--- src/rtl/pipe_hazard_ctrl.sv ---
// Stall/flush sequencer for the 5-stage pipeline: load-use and branch-operand
// hazards, multi-cycle mult/div occupancy of EX, dmem wait freeze, stats counters.
module pipe_hazard_ctrl #(
  parameter int MD_LAT = 4,
  parameter int CNT_W  = 16
) (
  input  logic             clk,
  input  logic             rst,
  input  logic [4:0]       id_rs,
  input  logic [4:0]       id_rt,
  input  logic             id_use_rs,
  input  logic             id_use_rt,
  input  logic             id_branch,
  input  logic             id_md,
  input  logic             BJ,
  input  logic [4:0]       ex_td,
  input  logic             ex_WREG,
  input  logic             ex_LW,
  input  logic [4:0]       mem_td,
  input  logic             mem_LW,
  input  logic             dmem_ready,
  output logic             pc_en,
  output logic             if_id_en,
  output logic             if_id_flush,
  output logic             id_ex_flush,
  output logic             ex_hold,
  output logic             md_busy,
  output logic [CNT_W-1:0] stall_cnt,
  output logic [CNT_W-1:0] flush_cnt
);

  typedef enum logic {RUN, MD_BUSY} state_t;

  localparam logic [3:0] MD_INIT = 4'(MD_LAT - 1);
  localparam logic       MD_MULTI = (MD_LAT > 1);

  state_t     state;
  logic [3:0] md_cnt;

  logic ex_match, mem_match, load_use, br_haz, haz, md_issue;

  // $zero is hardwired, so a zero destination never forms a dependency
  assign ex_match  = (ex_td != 5'd0) &&
                     ((id_use_rs && id_rs == ex_td) || (id_use_rt && id_rt == ex_td));
  assign mem_match = (mem_td != 5'd0) &&
                     ((id_use_rs && id_rs == mem_td) || (id_use_rt && id_rt == mem_td));
  assign load_use  = ex_LW && ex_match;
  assign br_haz    = id_branch && ((ex_WREG && ex_match) || (mem_LW && mem_match));
  assign haz       = load_use || br_haz;
  assign md_issue  = MD_MULTI && (state == RUN) && id_md && !haz && dmem_ready;

  always_comb begin
    pc_en       = 1'b1;
    if_id_en    = 1'b1;
    if_id_flush = 1'b0;
    id_ex_flush = 1'b0;
    ex_hold     = 1'b0;
    md_busy     = 1'b0;
    if (rst) begin
      pc_en       = 1'b0;
      if_id_en    = 1'b0;
      if_id_flush = 1'b1;
      id_ex_flush = 1'b1;
    end else if (!dmem_ready) begin
      pc_en    = 1'b0;
      if_id_en = 1'b0;
      ex_hold  = 1'b1;
      md_busy  = (state == MD_BUSY);
    end else if (state == MD_BUSY) begin
      pc_en    = 1'b0;
      if_id_en = 1'b0;
      ex_hold  = 1'b1;
      md_busy  = 1'b1;
    end else if (haz) begin
      // branch outcome is not trustworthy until its operands are ready
      pc_en       = 1'b0;
      if_id_en    = 1'b0;
      id_ex_flush = 1'b1;
    end else if (BJ) begin
      if_id_flush = 1'b1;
    end
  end

  always_ff @(posedge clk) begin
    if (rst) begin
      state     <= RUN;
      md_cnt    <= 4'd0;
      stall_cnt <= '0;
      flush_cnt <= '0;
    end else begin
      if (dmem_ready) begin
        case (state)
          RUN: if (md_issue) begin
            state  <= MD_BUSY;
            md_cnt <= MD_INIT;
          end
          MD_BUSY: begin
            md_cnt <= md_cnt - 4'd1;
            if (md_cnt == 4'd1) state <= RUN;
          end
          default: state <= RUN;
        endcase
      end
      if (!pc_en && stall_cnt != '1) stall_cnt <= stall_cnt + CNT_W'(1);
      if (if_id_flush && flush_cnt != '1) flush_cnt <= flush_cnt + CNT_W'(1);
    end
  end

endmodule
--- config.mk ---
export PLATFORM = sky130hd
export DESIGN_NAME = pipe_hazard_ctrl
export DESIGN_NICKNAME = d
export VERILOG_FILES = /design/src/rtl/pipe_hazard_ctrl.sv
export SDC_FILE = /design/constraint.sdc
export NUM_CORES = 1
export LEC_CHECK = 0
export ABC_AREA = 1
export ABC_CLOCK_PERIOD_IN_PS = 2350
export CORE_MARGIN = 4
export CORE_UTILIZATION = 35
export DETAILED_ROUTE_END_ITERATION = 8
export GPL_ROUTABILITY_DRIVEN = 0
export MAX_ROUTING_LAYER = met4
export PLACE_DENSITY = 0.64
export REMOVE_ABC_BUFFERS = 1
export SYNTH_ARGS = -nofsm -noshare
export SYNTH_HDL_FRONTEND = slang
export SYNTH_SLANG_ARGS = --single-unit
--- constraint.sdc ---
create_clock -name clk -period 2.35 [get_ports clk]
set_input_delay 0.3525 -clock clk [delete_from_list [all_inputs] [get_ports clk]]
set_output_delay 0.3525 -clock clk [all_outputs]
set_load 0.01 [all_outputs]
[Word-level counts from Yosys, hierarchy flattened]
Index checks and enable logic that the tools add are counted.
Word-level totals
  register bits after elaboration: 37
  bits in latches: 0
  memory bits (writable): 0
  bits in read-only memories: 0
  bits of input ports: 31
  output and inout bits: 38
  word-level logic and storage cells: 63
  memories: 0
Operators by class
  add/sub/neg operators: 3
  $mul: 0
  divide/modulo/power cells: 0
  order comparisons: 0
  equality and inequality tests: 8
  shift operators: 0
  mux-type cells: 23
  bitwise operators: 1
  reductions and logical operators: 24
Operator list (number)
  $add A16 B1 Y16 const B: 2
  $ne A16 B16 Y1 const B: 2
  $eq A5 B5 Y1: 4
  $mux W1: 20
  $logic_and A1 B1 Y1: 15
  $reduce_bool A5 Y1: 2
  $pmux W4 S2: 1
  $eq A4 B1 Y1 const B: 1
  $logic_or A1 B1 Y1: 4
  $mux W4: 1
  $sub A4 B1 Y4 const B: 1
  $logic_not A1 Y1: 2
  $ne A2 B2 Y1 const B: 1
  $pmux W1 S2: 1
  $reduce_and A2 Y1: 1
  $not A1 Y1: 1

[Depth between registers and ports, before layout]
  depth in word-level cells: 14
  gate-level depth with buffers: 15
  gate-level depth less buffers: 15

[Worst setup path before layout]
OpenSTA, ideal clock, no wires.
  kind: in2out
  start point: in id_rt[0]
  end point: out pc_en
  arrival time: 1487 ps
  required time: 1997 ps
  path slack: 510 ps
  stages on the path: 13
  cells stage by stage: inv_1 nand2_1 nand2_1 nor2_1 nand3_1 nand2_1 nand2_1 nand2_1 nor2_1 nand2_2 buf_2 inv_1 buf_4
On the way
  word-level cells in the longest chain between the ends: 12
  elaborated cells on any way between the ends: 18
  those cells by class: 2 x eq/ne; 4 x mux; 12 x reduce/logical
RTL lines
  start, declared: line 10  | input logic [4:0] id_rt,
  $eq A5 B5 Y1, on equally long branches: line 44, 46
  $logic_and A1 B1 Y1, on equally long branches: line 44, 46
  $logic_or A1 B1 Y1, on equally long branches: line 44, 46
  $logic_and A1 B1 Y1, on equally long branches: line 43, 45
  $logic_and A1 B1 Y1: line 48  | assign br_haz = id_branch && ((ex_WREG && ex_match) || (mem_LW && mem_match));
  $logic_or A1 B1 Y1: line 48
  $logic_and A1 B1 Y1: line 48
  $logic_or A1 B1 Y1 (*): line 49  | assign haz = load_use || br_haz;
  $mux W1 (*) (4 in a row)
  end, declared: line 22  | output logic pc_en,
Mark *: on every way between the ends. The rest lies on a longest branch, timed or not.

[Worst setup path in the final report]
  start point: in id_rt[3]
  end point: out id_ex_flush
On the way
  word-level cells in the longest chain between the ends: 12
  elaborated cells on any way between the ends: 18
  those cells by class: 2 x eq/ne; 4 x mux; 12 x reduce/logical
RTL lines
  $eq A5 B5 Y1, on equally long branches: line 44, 46
  $logic_and A1 B1 Y1, on equally long branches: line 44, 46
  $logic_or A1 B1 Y1, on equally long branches: line 44, 46
  $logic_and A1 B1 Y1, on equally long branches: line 43, 45
  $logic_and A1 B1 Y1: line 48
  $logic_or A1 B1 Y1: line 48
  $logic_and A1 B1 Y1: line 48
  $logic_or A1 B1 Y1 (*): line 49
  $mux W1 (*): line 74  | end else if (haz) begin
  $mux W1 (*): line 69  | end else if (state == MD_BUSY) begin
  $mux W1 (*): line 64  | end else if (!dmem_ready) begin
  $mux W1 (*): line 59  | if (rst) begin
  end, declared: line 25  | output logic id_ex_flush,
Marked as above.

==> impl_metrics.py <==
metrics = {
    "outcome": {
        "status": "finished, final reports clean",
    },
    "clock_network": {
        "clock_sinks": 37,
        "cts_tree": "built",
        "clock_latency_ns": 0.29,
        "numCtsBuffers": 5,
        "cts_max_path_buffers": 2,
        "cts.root.buffer_cell": "clkbuf_8",
        "post-cts-setup-buffer-count": 0,
        "path_clk_slew_ns": 0.08,
        "htreeDepth": 2,
    },
    "synth": {
        "synth_flop_cell": "dfxtp_1",
        "synth.yosys.seq_area_share_pct": 28.59,
        "postSynthCellCount": 410,
        "synth-seq-cells": 37,
        "async_reset_ff_share_pct": 0,
        "synth_compound_area_share_pct": 7.919,
        "yosysWarnings": 0,
        "syn_avg_cell_area_um2": 6.320,
        "synthAdderAreaFrac_pct": 1.931,
        "synth_top_family_by_area": "simple AND/OR/NAND/NOR gates",
        "synth_xor_xnor_area_share_pct": 9.464,
        "synth_edf_count": 0,
        "netlist_area_um2": 2591,
        "ys_types": 33,
        "synthMuxAreaShare_pct": 0,
        "yosys.area_share.simple_pct": 42.39,
    },
    "critical_path": {
        "crit_chain": "clkdlybuf4s50_1 -> inv_1 -> nand2_1 -> nand2_1 -> nor2_1 -> nand3_1 -> nand2_1 -> nand2_1 -> a31oi_1 -> dlygate4sd2_1",
        "cpPeakStageDelay_ns": 0.48,
        "worstSetupEndpointType": "output port",
        "start_kind": "input pin",
        "cp.required_ns": 2.00,
        "reg2reg_depth": 10,
        "reg2reg_slack_ns": 0.36,
        "crit_fanout": 3,
        "cp.arrival_ns": 1.87,
        "critical_path.most_common_cell": "nand2_1",
        "timing.rr.start": "flush_cnt[0]",
        "worstSetupPathType": "input pin to output port",
        "crit_family": "buffers and inverters",
        "path_buf_inv": 3,
        "cpMaxStageDelayCell": "clkdlybuf4s50_1",
        "worstReg2RegEnd": "flush_cnt[6]",
    },
    "worst_hold_path": {
        "worst_hold_path.endpoint": "flush_cnt[13]",
        "hp-start": "flush_cnt[13]",
        "hold_depth": 2,
        "hp-class": "flop to flop",
    },
    "sta": {
        "fin_crit_sh_pct": 94.62,
        "hold_slack_ns": 0.4885,
        "layout_min_cycle_time_ns": 2.224,
        "worst_pin_slew_ns": 0.4645,
        "setup_viol": 0,
        "clock_skew_ns": 0.009023,
        "tns_ns": 0,
        "slew_violations": 0,
        "hold_viol": 0,
        "max_freq_ghz": 0.4497,
        "slew_headroom_pct": 68.79,
        "rsz0062_at_grt": "false",
    },
    "die": {
        "rows": 31,
        "die-width_um": 94.05,
        "start_util_pct": 35.92,
        "die_h_um": 94.05,
        "die_area_um2": 8844,
        "core_area_um2": 7214,
        "io-pin-count": 69,
    },
    "global_route": {
        "grt.total_usage_pct": 17.15,
        "grt_pass1_vias": 2651,
        "grt_antenna_before_repair": 0,
        "globalRouteOverflowTotal": 0,
        "grt_max_degree": 25,
        "grt_pass1_wl_um": 12030,
    },
    "drt": {
        "vias": 2792,
        "viasPerCell": 4.724,
        "antenna_left": 0,
        "drc": 0,
        "dr.pass1.iters": 4,
        "drt-initial-drc-count": 127,
        "wl_um": 7107,
        "routedWlPerCell_um": 12.03,
    },
    "pwr": {
        "vdd_drop_max_mv": 0.2157,
        "p_leak_nw": 1.545,
        "power.internal_mw": 1.026,
        "clkPwrFrac_pct": 33.0,
        "p_sw_share_pct": 28.29,
        "switching_power_mw": 0.4048,
        "comb_power_share_pct": 20.6,
        "power_density_nw_per_um2": 399.2,
        "seqPwrFrac_pct": 46.4,
        "power.total_mw": 1.431,
    },
    "cells_and_area": {
        "area_delta_synth_final_pct": 38.34,
        "drive_gt1_share_pct": 9.553,
        "fin_util_pct": 49.69,
        "nets": 526,
        "antennaDiodeCount": 0,
    },
    "run": {
        "maxCapViolations": 0,
    },
    "placed_design": {
        "hpwl_um": 5743,
        "portBuffers": 68,
    },
}
==> synth_stat cells (2+ instances only) <==
| cell | instances | share of area [%] |
|---|---|---|
| a21oi_1 | 30 | 5.8 |
| buf_2 | 3 | 0.58 |
| buf_6 | 2 | 0.87 |
| clkbuf_1 | 5 | 0.72 |
| dfxtp_1 | 37 | 29 |
| ha_1 | 4 | 1.9 |
| inv_1 | 48 | 7.0 |
| nand2_1 | 116 | 17 |
| nand2_2 | 4 | 0.97 |
| nand3_1 | 51 | 9.9 |
| nand3b_1 | 2 | 0.58 |
| nand4_1 | 5 | 1.2 |
| nor2_1 | 40 | 5.8 |
| nor2_2 | 2 | 0.48 |
| nor3_1 | 11 | 2.1 |
| nor4_1 | 3 | 0.72 |
| nor4_4 | 2 | 1.6 |
| o21ai_0 | 2 | 0.39 |
| o21ai_1 | 3 | 0.58 |
| xnor2_1 | 6 | 2.0 |
| xor2_1 | 22 | 7.4 |
==> per-stage QoR <==
stage                     setup WS (ns)  instance area (um^2)  cells
after floorplan                  0.3285                  2527    399
after global placement          -0.2442                  3472    583
after detailed placement        -0.2454                  3472    583
after CTS                       0.02083                  3566    591
after global routing            0.01883                  3585    591
final                            0.1263                  3585    591
==> area by class of cell <==
class / count / area [um^2]
multi-input cells: 312 / 1612
flip-flops and latches: 37 / 740.7
inverters: 50 / 187.7
clock inverters: 2 / 13.76
fillers: 764 / 3630
clock buffers: 6 / 82.58
well taps: 99 / 123.9
repair buffers: 85 / 824.5
==> sequential cells by signal, indices dropped and copies added (netlist names) <==
register,count
md_cnt,4
state,1
flush_cnt,16
stall_cnt,16
==> worst reg2reg max path: stages, from the launching register on <==
cell and delay, ns:
dfxtp_1 0.40, ha_1 0.21, nand2_1 0.09, nor2_2 0.19
nand2_2 0.11, nor4_4 0.27, nand3_4 0.19, nand2_4 0.15
buf_12 0.12, nand2_1 0.05, a21oi_1 0.14
==> cell families after synthesis <==
kind of cell	Yosys count
AND/OR/NAND/NOR	241
buffers and inverters	61
AO/OA/AOI/OAI	39
flip-flops	37
XOR/XNOR	28
adder cells (fa/ha/maj)	4
==> how the worst max path moves through the flow <==
| stage | end | cells after the start | start |
|---|---|---|---|
| floorplan | stall_cnt[1] | 10 | stall_cnt[0] |
| global placement | pc_en | 13 | ex_td[4] |
| detailed placement | pc_en | 13 | ex_td[4] |
| CTS | pc_en | 13 | mem_td[3] |
| global route | id_ex_flush | 10 | id_rs[4] |
| finish | id_ex_flush | 10 | id_rt[3] |
==> power by group through the flow <==
stage	Combinational [mW]	Sequential, mW	Clock [mW]
3_3_place_gp	0.294	0.678	0
2_1_floorplan	0.128	0.678	0
4_1_cts	0.296	0.663	0.493
6_report	0.295	0.663	0.473
3_5_place_dp	0.297	0.678	0
5_1_grt	0.332	0.666	0.522
==> cells in the final DEF (no fill, tap or decap), types with 3 or more instances in the layout <==
| master | count |
|---|---|
| ha_1 | 4 |
| nand2_1 | 116 |
| inv_2 | 3 |
| xor2_1 | 22 |
| buf_4 | 16 |
| clkbuf_8 | 6 |
| nor2_2 | 5 |
| nor2_1 | 37 |
| nand3_1 | 51 |
| inv_1 | 46 |
| nor3_1 | 11 |
| nand4_1 | 5 |
| nor4_1 | 3 |
| dfxtp_1 | 37 |
| clkdlybuf4s50_1 | 58 |
| dlymetal6s2s_1 | 6 |
| a21oi_1 | 30 |
| xnor2_1 | 6 |
| o21ai_1 | 3 |
| nand2_2 | 3 |
==> timing repair <==
action / CTS / global route
setup endpoints to repair: 4 / 6
hold buffers: 0 / 0
gates resized for setup: 7 / 14
==> per-layer routing <==
| metal | track usage (%) | vias up | share of wire, % |
|---|---|---|---|
| li1 | - | 1472 | - |
| met1 | 21.48 | 1272 | 47 |
| met2 | 28.86 | 40 | 49 |
| met3 | 2.724 | 8 | 2.6 |
| met4 | 4.332 | 0 | 1.3 |
| met5 | - | - | 0 |
(Power assumes the default switching activity.)
